**src/rtl/rv32_mem_pkg.sv**
```systemverilog
// Shared encodings for the rv32 memory-side blocks: FSM states and transaction owner.
package rv32_mem_pkg;

  typedef enum logic [1:0] {
    IDLE = 2'd0,
    REQ  = 2'd1,
    RESP = 2'd2
  } state_t;

  typedef enum logic {
    OWN_IF = 1'b0,
    OWN_D  = 1'b1
  } owner_t;

endpackage

```
**src/rtl/rr_arb2.sv**
```systemverilog
// Combinational 2-way pick between fetch (req0) and data (req1).
// DATA_PRIORITY_EN: data wins every tie instead of round-robin on last_owner.
module rr_arb2
  import rv32_mem_pkg::*;
(
  input  logic   req0,
  input  logic   req1,
  input  owner_t last_owner,
  output owner_t sel,
  output logic   any
);

`ifdef DATA_PRIORITY_EN
  logic unused_last_owner;
  assign unused_last_owner = last_owner;
`endif

  assign any = req0 | req1;

  always_comb begin
    sel = OWN_IF;
    if (req0 && req1) begin
`ifdef DATA_PRIORITY_EN
      sel = OWN_D;
`else
      sel = (last_owner == OWN_IF) ? OWN_D : OWN_IF;
`endif
    end else if (req1) begin
      sel = OWN_D;
    end
  end

endmodule

```
**src/rtl/mem_port_arbiter.sv**
```systemverilog
// Shares one memory port between instruction fetch and data, one transaction in flight.
// Tie-break policy selectable with DATA_PRIORITY_EN (see rr_arb2).
//
// state | meaning
// IDLE  | no transaction; arbitrate and latch the winner into m_*
// REQ   | m_valid high, waiting for m_ready; gnt pulses on acceptance
// RESP  | read accepted, waiting for m_rvalid to route back to owner
module mem_port_arbiter
  import rv32_mem_pkg::*;
#(
  parameter int AW = 32,
  parameter int DW = 32,
  localparam int SW = DW / 8
) (
  input  logic          clk,
  input  logic          reset,
  input  logic          if_req,
  input  logic [AW-1:0] if_addr,
  output logic          if_gnt,
  output logic          if_rvalid,
  output logic [DW-1:0] if_rdata,
  input  logic          d_req,
  input  logic          d_we,
  input  logic [AW-1:0] d_addr,
  input  logic [DW-1:0] d_wdata,
  input  logic [SW-1:0] d_wstrb,
  output logic          d_gnt,
  output logic          d_rvalid,
  output logic [DW-1:0] d_rdata,
  output logic          m_valid,
  output logic          m_we,
  output logic [AW-1:0] m_addr,
  output logic [DW-1:0] m_wdata,
  output logic [SW-1:0] m_wstrb,
  input  logic          m_ready,
  input  logic          m_rvalid,
  input  logic [DW-1:0] m_rdata
);

  state_t state_q, state_d;
  owner_t owner_q, owner_d;
  owner_t last_owner_q, last_owner_d;
  owner_t sel;
  logic   any;
  logic   load;
  logic   accept;

  rr_arb2 u_arb (
    .req0       (if_req),
    .req1       (d_req),
    .last_owner (last_owner_q),
    .sel        (sel),
    .any        (any)
  );

  assign accept   = (state_q == REQ) && m_ready;
  assign if_rdata = m_rdata;
  assign d_rdata  = m_rdata;

  always_comb begin
    state_d      = state_q;
    owner_d      = owner_q;
    last_owner_d = last_owner_q;
    load         = 1'b0;
    if_gnt       = 1'b0;
    d_gnt        = 1'b0;
    if_rvalid    = 1'b0;
    d_rvalid     = 1'b0;
    case (state_q)
      IDLE: begin
        if (any) begin
          load    = 1'b1;
          owner_d = sel;
          state_d = REQ;
        end
      end
      REQ: begin
        if (m_ready) begin
          if_gnt       = (owner_q == OWN_IF);
          d_gnt        = (owner_q == OWN_D);
          last_owner_d = owner_q;
          state_d      = m_we ? IDLE : RESP;
        end
      end
      RESP: begin
        if (m_rvalid) begin
          if_rvalid = (owner_q == OWN_IF);
          d_rvalid  = (owner_q == OWN_D);
          state_d   = IDLE;
        end
      end
      default: state_d = IDLE;
    endcase
  end

  // m_* come straight from flops so no req input reaches the memory port combinationally
  always_ff @(posedge clk or posedge reset) begin
    if (reset) begin
      state_q      <= IDLE;
      owner_q      <= OWN_IF;
      last_owner_q <= OWN_D;
      m_valid      <= 1'b0;
      m_we         <= 1'b0;
      m_addr       <= '0;
      m_wdata      <= '0;
      m_wstrb      <= '0;
    end else begin
      state_q      <= state_d;
      owner_q      <= owner_d;
      last_owner_q <= last_owner_d;
      if (load) begin
        m_valid <= 1'b1;
        if (sel == OWN_D) begin
          m_we    <= d_we;
          m_addr  <= d_addr;
          m_wdata <= d_wdata;
          m_wstrb <= d_wstrb;
        end else begin
          m_we    <= 1'b0;
          m_addr  <= if_addr;
          m_wdata <= '0;
          m_wstrb <= '0;
        end
      end else if (accept) begin
        m_valid <= 1'b0;
      end
    end
  end

`ifndef SYNTHESIS
  // Requesters must hold req until their gnt; the latched transaction completes regardless
  a_if_hold : assert property (@(posedge clk) disable iff (reset)
    (state_q == REQ && owner_q == OWN_IF) |-> if_req);
  a_d_hold : assert property (@(posedge clk) disable iff (reset)
    (state_q == REQ && owner_q == OWN_D) |-> d_req);
`endif

endmodule

```
**config.mk**
```make
export PLATFORM = sky130hd
export DESIGN_NAME = mem_port_arbiter
export DESIGN_NICKNAME = d
export VERILOG_FILES = /design/src/rtl/rv32_mem_pkg.sv /design/src/rtl/rr_arb2.sv /design/src/rtl/mem_port_arbiter.sv
export SDC_FILE = /design/constraint.sdc
export NUM_CORES = 1
export LEC_CHECK = 0
export BUFFER_PORTS_ARGS = -buffer_cell sky130_fd_sc_hd__buf_2
export CAP_MARGIN = 20
export CORE_MARGIN = 1.5
export CORE_UTILIZATION = 26
export DETAILED_ROUTE_END_ITERATION = 16
export SETUP_SLACK_MARGIN = 0.1
export SYNTH_ARGS = -nofsm -noshare
export SYNTH_HDL_FRONTEND = slang
export SYNTH_SLANG_ARGS = --single-unit
```
**constraint.sdc**
```tcl
create_clock -name clk -period 2.2 [get_ports clk]
set_input_delay 0.11 -clock clk [delete_from_list [all_inputs] [get_ports clk]]
set_output_delay 0.11 -clock clk [all_outputs]
set_load 0.005 [all_outputs]
```
==> flow_summary.toml, run 1 <==
[detailed_routing]
m1WireLength_um = 3960
met2WireLength_um = 5410
postRouteWirelength_um = 10500
dr_total_vias = 3039
wl_per_cell_um = 15.5
drt_iter0_markers = 84
drcViolationCount = 0
viasPerCell = 4.50
wl_met3_um = 877
top_layer = "met4"
postRouteAntennaNets = 0
firstDrtPassIters = 4

[global_routing]
antenna_found_initial = 0
grt_max_degree = 44
grt_pass1_vias = 3127
grt_usage = 0.141
grt_pass1_wl_um = 15700
grt-ovfl-total = 0

[die]
core_area_um2 = 13800
start_util = 0.265
pin_count = 277
die_w_um = 121
die_y_um = 121
std_cell_rows = 43
dieArea_um2 = 14800

[power]
max-vdd-ir-drop_v = 0.000399
total_power_mw = 6.06
p_leak_nw = 2.39
power_density_nw_per_um2 = 1270

[cts]
cts_sinks = 74
cts_max_level = 3
clk_pin_slew_worst_paths_ns = 0.06
cts-root-buf = "clkbuf_16"
worstSkewPairLatency_ns = 0.34
clockBufferDepth = 2
cts_made_buffers = 9
post_cts_buffers = 0
cts_tree = "yes"

[timing]
period_minus_slack_ns = 1.68
clock_skew_ns = 0.00521
relSlewSlack = 0.601
period_share = 0.765
timing.fmax_mhz = 594
worst_slew_pin_slew_ns = 0.598
finalHoldViolCount = 0
whs_ns = 0.0182
rsz0062_at_grt = "false"
fin_ws_ns = 0.518
report.final.slew_viol_count = 0
finalSetupViolations = 0
setup_tns_ns = 0

[worst_setup_path]
cp-start-kind = "flop"
reg2reg_from = "state_q[1]"
end_kind = "flop"
r2r_end = "m_addr[26]"
cp.arrival_ns = 1.88
reg2reg_depth = 3
ff2ff_setup_slack_ns = 0.52
worst-path-max-fanout = 32
crit_required_ns = 2.40
worstSetupPathType = "flop to flop"

[finish]
syn_to_final_growth_pct = 31.0
drive_gt1_frac = 0.446
final_area_um2 = 4780
post-route-util = 0.347
num-nets-final = 629
fin_cells = 675
diodes = 0

[hold_path]
holdPathEnd = "m_wdata[23]"
worstHoldStart = "d_wdata[23]"
hold_depth = 2
min_path_type = "input port to flop"

[placed_design]
place_area_um2 = 4210
gp_congestion = 0.738
pre_cts_slack_ns = 0.498
dp.cells = 630
dp_hpwl_um = 7510
numPortBuffers = 180

[yosys]
syn-instance-count = 352
synth_nets = 491
synth_edf_count = 0
yosysUniqueCellTypes = 28
async_reset_ff_frac = 1.00
syn_area_um2 = 3650
yosys_most_used_dff = "dfrtp_1"
yosys_warnings = 0
seq_area_frac_synth = 0.508
syn_area_per_cell_um2 = 10.4
ys_seq_elements = 74

[job]
drv_cap = 0

[run_status]
status = "finished, final reports clean"
## sequential cells by signal (all words and copies together) (netlist names)
register / flops
last_owner_q: 1
m_addr: 32
m_valid: 1
m_wdata: 32
m_we: 1
m_wstrb: 4
owner_q: 1
state_q: 2
## layout make-up
cell class / instances / area, um^2
multi-input combinational: 186 / 1140
sequential: 74 / 1850
timing repair buffer: 218 / 1270
clock buffer: 12 / 256
inverter: 1 / 5.00
clock inverter: 4 / 26.3
tap: 180 / 225
fill: 1450 / 8990
## critical path, cell delays in order (launching register included)
cell,delay [ns]
dfrtp_1,0.51
nor2_4,0.38
and2_4,0.49
a31oi_1,0.15
## report_power, final
| part | switching (mW) | total, mW | internal [mW] |
|---|---|---|---|
| clock | 0.552 | 1.37 | 0.823 |
| combinational | 1.22 | 2.33 | 1.12 |
| sequential | 0.379 | 2.35 | 1.97 |
## cell usage in the layout, fill, tap and decap left out, types with 2 or more instances in the layout
master	count
dfrtp_1	73
clkbuf_8	2
nor2_1	2
dlygate4sd3_1	29
a31oi_1	22
clkinv_2	3
a22o_1	37
buf_4	8
clkbuf_16	9
o21ai_0	2
buf_2	180
a31oi_2	10
a21oi_1	32
nand2_1	67
## logic make-up (layout without fill, tap and decap cells)
family / after synthesis / count (layout) / share of synthesized area
DFF: 74 / 74 / 0.508
and+or+nand+nor: 78 / 78 / 0.0923
AOI/OAI and AO/OA: 107 / 107 / 0.217
muxes: 1 / 1 / 0.00309
buffers and inverters: 92 / 235 / 0.180
## worst max path at each step
stage                     cells after the start    endpoint  slack, ns  startpoint
final                                         3  m_addr[26]       0.52  state_q[1]
after global routing                          3  m_addr[14]       0.41  state_q[1]
after CTS                                     3  m_addr[26]       0.51  state_q[1]
after detailed placement                      3  m_addr[30]       0.50  state_q[1]
after global placement                        3  m_addr[30]       0.58  state_q[1]
after floorplan                               1   m_addr[0]       0.21       reset
## layer usage
metal | up-vias | GRT usage
li1 | 1445 | -
met1 | 1407 | 0.145
met2 | 165 | 0.256
met3 | 22 | 0.0498
met4 | 0 | 0.0647
met5 | - | 0
## synth_stat cells (2+ instances only)
library cell  number  area [um^2]
nand2_1           67          251
a21oi_1           32          160
buf_2              6         30.0
a31oi_1           22          138
a22o_1            37          324
o21ai_0            2         10.0
buf_6              7         78.8
clkbuf_1          11         41.3
dfrtp_1           73         1830
nor2_1             2         7.51
a31oi_2           10          125
buf_4             67          503
## what timing repair did
item | 4_1_cts | 5_1_grt
hold buffers | 29 | 0
gates resized for setup | 0 | 0
hold endpoints to repair | 58 | 0
setup endpoints to repair | 0 | 0
Power figures use the tool's default switching activity.
==> run 2, diff against run 1 <==
==> constraint.sdc (replaced) <==
create_clock -name clk -period 1.7 [get_ports clk]
set_input_delay 0.085 -clock clk [delete_from_list [all_inputs] [get_ports clk]]
set_output_delay 0.085 -clock clk [all_outputs]
set_load 0.005 [all_outputs]
==> run 2 against run 1 <==
  * Via count is 5.5% higher
  * Worst hold slack worse by 0.00084 ns
  * Sequential share of layout area is 3.4 points lower
  * Clock skew is 0.0036 ns higher
  * Clock power is 46% higher
  * Setup slack worse by 0.33 ns
  * Utilization is 3.4 points higher
  * Combinational power is 37% higher
  * Wire length is 1.4% higher
  * Sequential power is 29% higher
  * Final cell count is 6.5% higher
==> flow_summary.toml, run 2 (synthesis gave the netlist of run 1 again) <==
[cts]
clockBufferDepth = 2
cts_made_buffers = 9
worstSkewPairLatency_ns = 0.33
post_cts_resized = 0
cts_sinks = 74
cts-root-buf = "clkbuf_16"
cts_max_level = 3
cts_tree = "yes"
clk_pin_slew_worst_paths_ns = 0.06

[worst_setup_path]
worst-path-max-fanout = 38
reg2reg_from = "last_owner_q"
path_depth = 4
reg2reg_depth = 4
cp.arrival_ns = 1.73
end_kind = "flop"
worstSetupPathType = "flop to flop"
path_cells = "a21bo_1 > nor3_4 > buf_4 > a22o_1"
critical-path-top-delay-family = "flip-flops"
path_buf_inv = 1
startpoint = "last_owner_q"
endpoint = "m_wdata[24]"
cp_slowest_cell = "dfstp_2"
max_stage_delay_ns = 0.57
cp-start-kind = "flop"
crit_required_ns = 1.91
ff2ff_setup_slack_ns = 0.18
r2r_end = "m_wdata[24]"

[finish]
post-route-util = 0.381
reg_top3 = "m_addr x32, m_wdata x32, m_wstrb x4"
drive_gt1_frac = 0.414
final_cell_mix = "180 x buf_2, 73 x dfrtp_1, 69 x dlygate4sd3_1"
syn_to_final_growth_pct = 43.8
num-nets-final = 673
final_area_um2 = 5250
diodes = 0
layout_commonest_cell = "buf_2"

[timing]
finalSetupViolations = 0
period_share = 0.892
period_minus_slack_ns = 1.52
timing.fmax_mhz = 659
setup_tns_ns = 0
clock_skew_ns = 0.00885
worst_slew_pin_slew_ns = 0.404
finalHoldViolCount = 0
report.final.slew_viol_count = 0
rsz0062_at_grt = "false"
relSlewSlack = 0.731

[detailed_routing]
wl_per_cell_um = 14.8
postRouteWirelength_um = 10600
firstDrtPassIters = 6
viasPerCell = 4.46
dr_total_vias = 3207
drt_iter0_markers = 146
postRouteAntennaNets = 0
drcViolationCount = 0

[power]
power_density_nw_per_um2 = 1570
internal-power_mw = 5.45
p_leak_nw = 2.59
p_sw_mw = 2.78
max-vdd-ir-drop_v = 0.000616
pwr-share-comb = 0.388
total_power_mw = 8.23
seq_power_share = 0.368
clockPowerShare = 0.243
switching_share = 0.338

[global_routing]
grt_pass1_wl_um = 16000
grt_pass1_vias = 3239
antenna_found_initial = 0
grt_max_degree = 75
grt-ovfl-total = 0
grt_usage = 0.142

[die]
pin_count = 277
die_y_um = 121
core_area_um2 = 13800
start_util = 0.265
die_w_um = 121
dieArea_um2 = 14800
std_cell_rows = 43

[hold_path]
worstHoldStart = "if_addr[16]"
min_path_type = "input port to flop"

[placed_design]
dp_hpwl_um = 7240
numPortBuffers = 180
gp_congestion = 0.758
place_area_um2 = 4240

[job]
drv_cap = 0

[run_status]
status = "finished, final reports clean"
## run 2: cell types whose count changed in the layout (fill, tap and decap cells not counted)
cell	change
dlygate4sd3_1	+40
buf_4	+4
bufinv_16	+2
clkbuf_1	+2
clkinv_2	-2
clkbuf_8	-1
clkinv_4	-1
## run 2: repair_timing
action,in CTS,in global routing
setup buffers,0,0
hold buffers,69,0
endpoints found under the hold margin,129,0
## run 2: power by group through the flow
stage                     logic, mW  registers, mW  clock network [mW]
after floorplan                1.97           3.05                   0
after global placement         3.06           3.03                   0
after detailed placement       3.11           3.05                   0
after CTS                      3.24           3.03                2.08
after global routing           3.55           3.12                2.15
final                          3.20           3.03                2.00
## run 2: layout make-up
cell class / instances / area [um^2]
Timing Repair Buffer: 262 / 1700
Inverter: 1 / 7.51
Clock inverter: 3 / 65.1
Multi-Input combinational cell: 186 / 1140
Fill cell: 1367 / 8530
Sequential cell: 74 / 1850
Clock buffer: 13 / 250
Tap cell: 180 / 225
## run 2: routing by layer
layer / vias up / global-route usage / part of all wire
met5: - / 0 / 0
met2: 177 / 0.257 / 0.52
met4: 0 / 0.0618 / 0.019
met3: 18 / 0.0428 / 0.075
met1: 1483 / 0.152 / 0.38
li1: 1529 / - / -
## run 2: through the flow
step,instances,hold slack (ns),setup WS [ns]
2_1_floorplan,352,0.178,0.313
3_3_place_gp,634,0.170,0.190
3_5_place_dp,634,0.170,0.183
4_1_cts,719,0.000172,0.166
5_1_grt,719,0.0108,0.136
6_report,719,0.0174,0.183
## run 2: worst min path at each step
stage                       end  slack (ns)  cells after the start
floorplan            state_q[1]        0.18                      1
detailed placement  d_rdata[31]        0.17                      0
global route         m_addr[24]        0.01                      3
finish               m_addr[16]        0.02                      3
CTS                  m_addr[19]      0.0002                      3
global placement    d_rdata[31]        0.17                      0
## run 2: worst reg2reg max path, delay by kind of cell, from the launching register on
kind	cells	cell delay, ns
buf+inv	1	0.25
flops	1	0.57
simple gates	1	0.05
compound gates	2	0.53
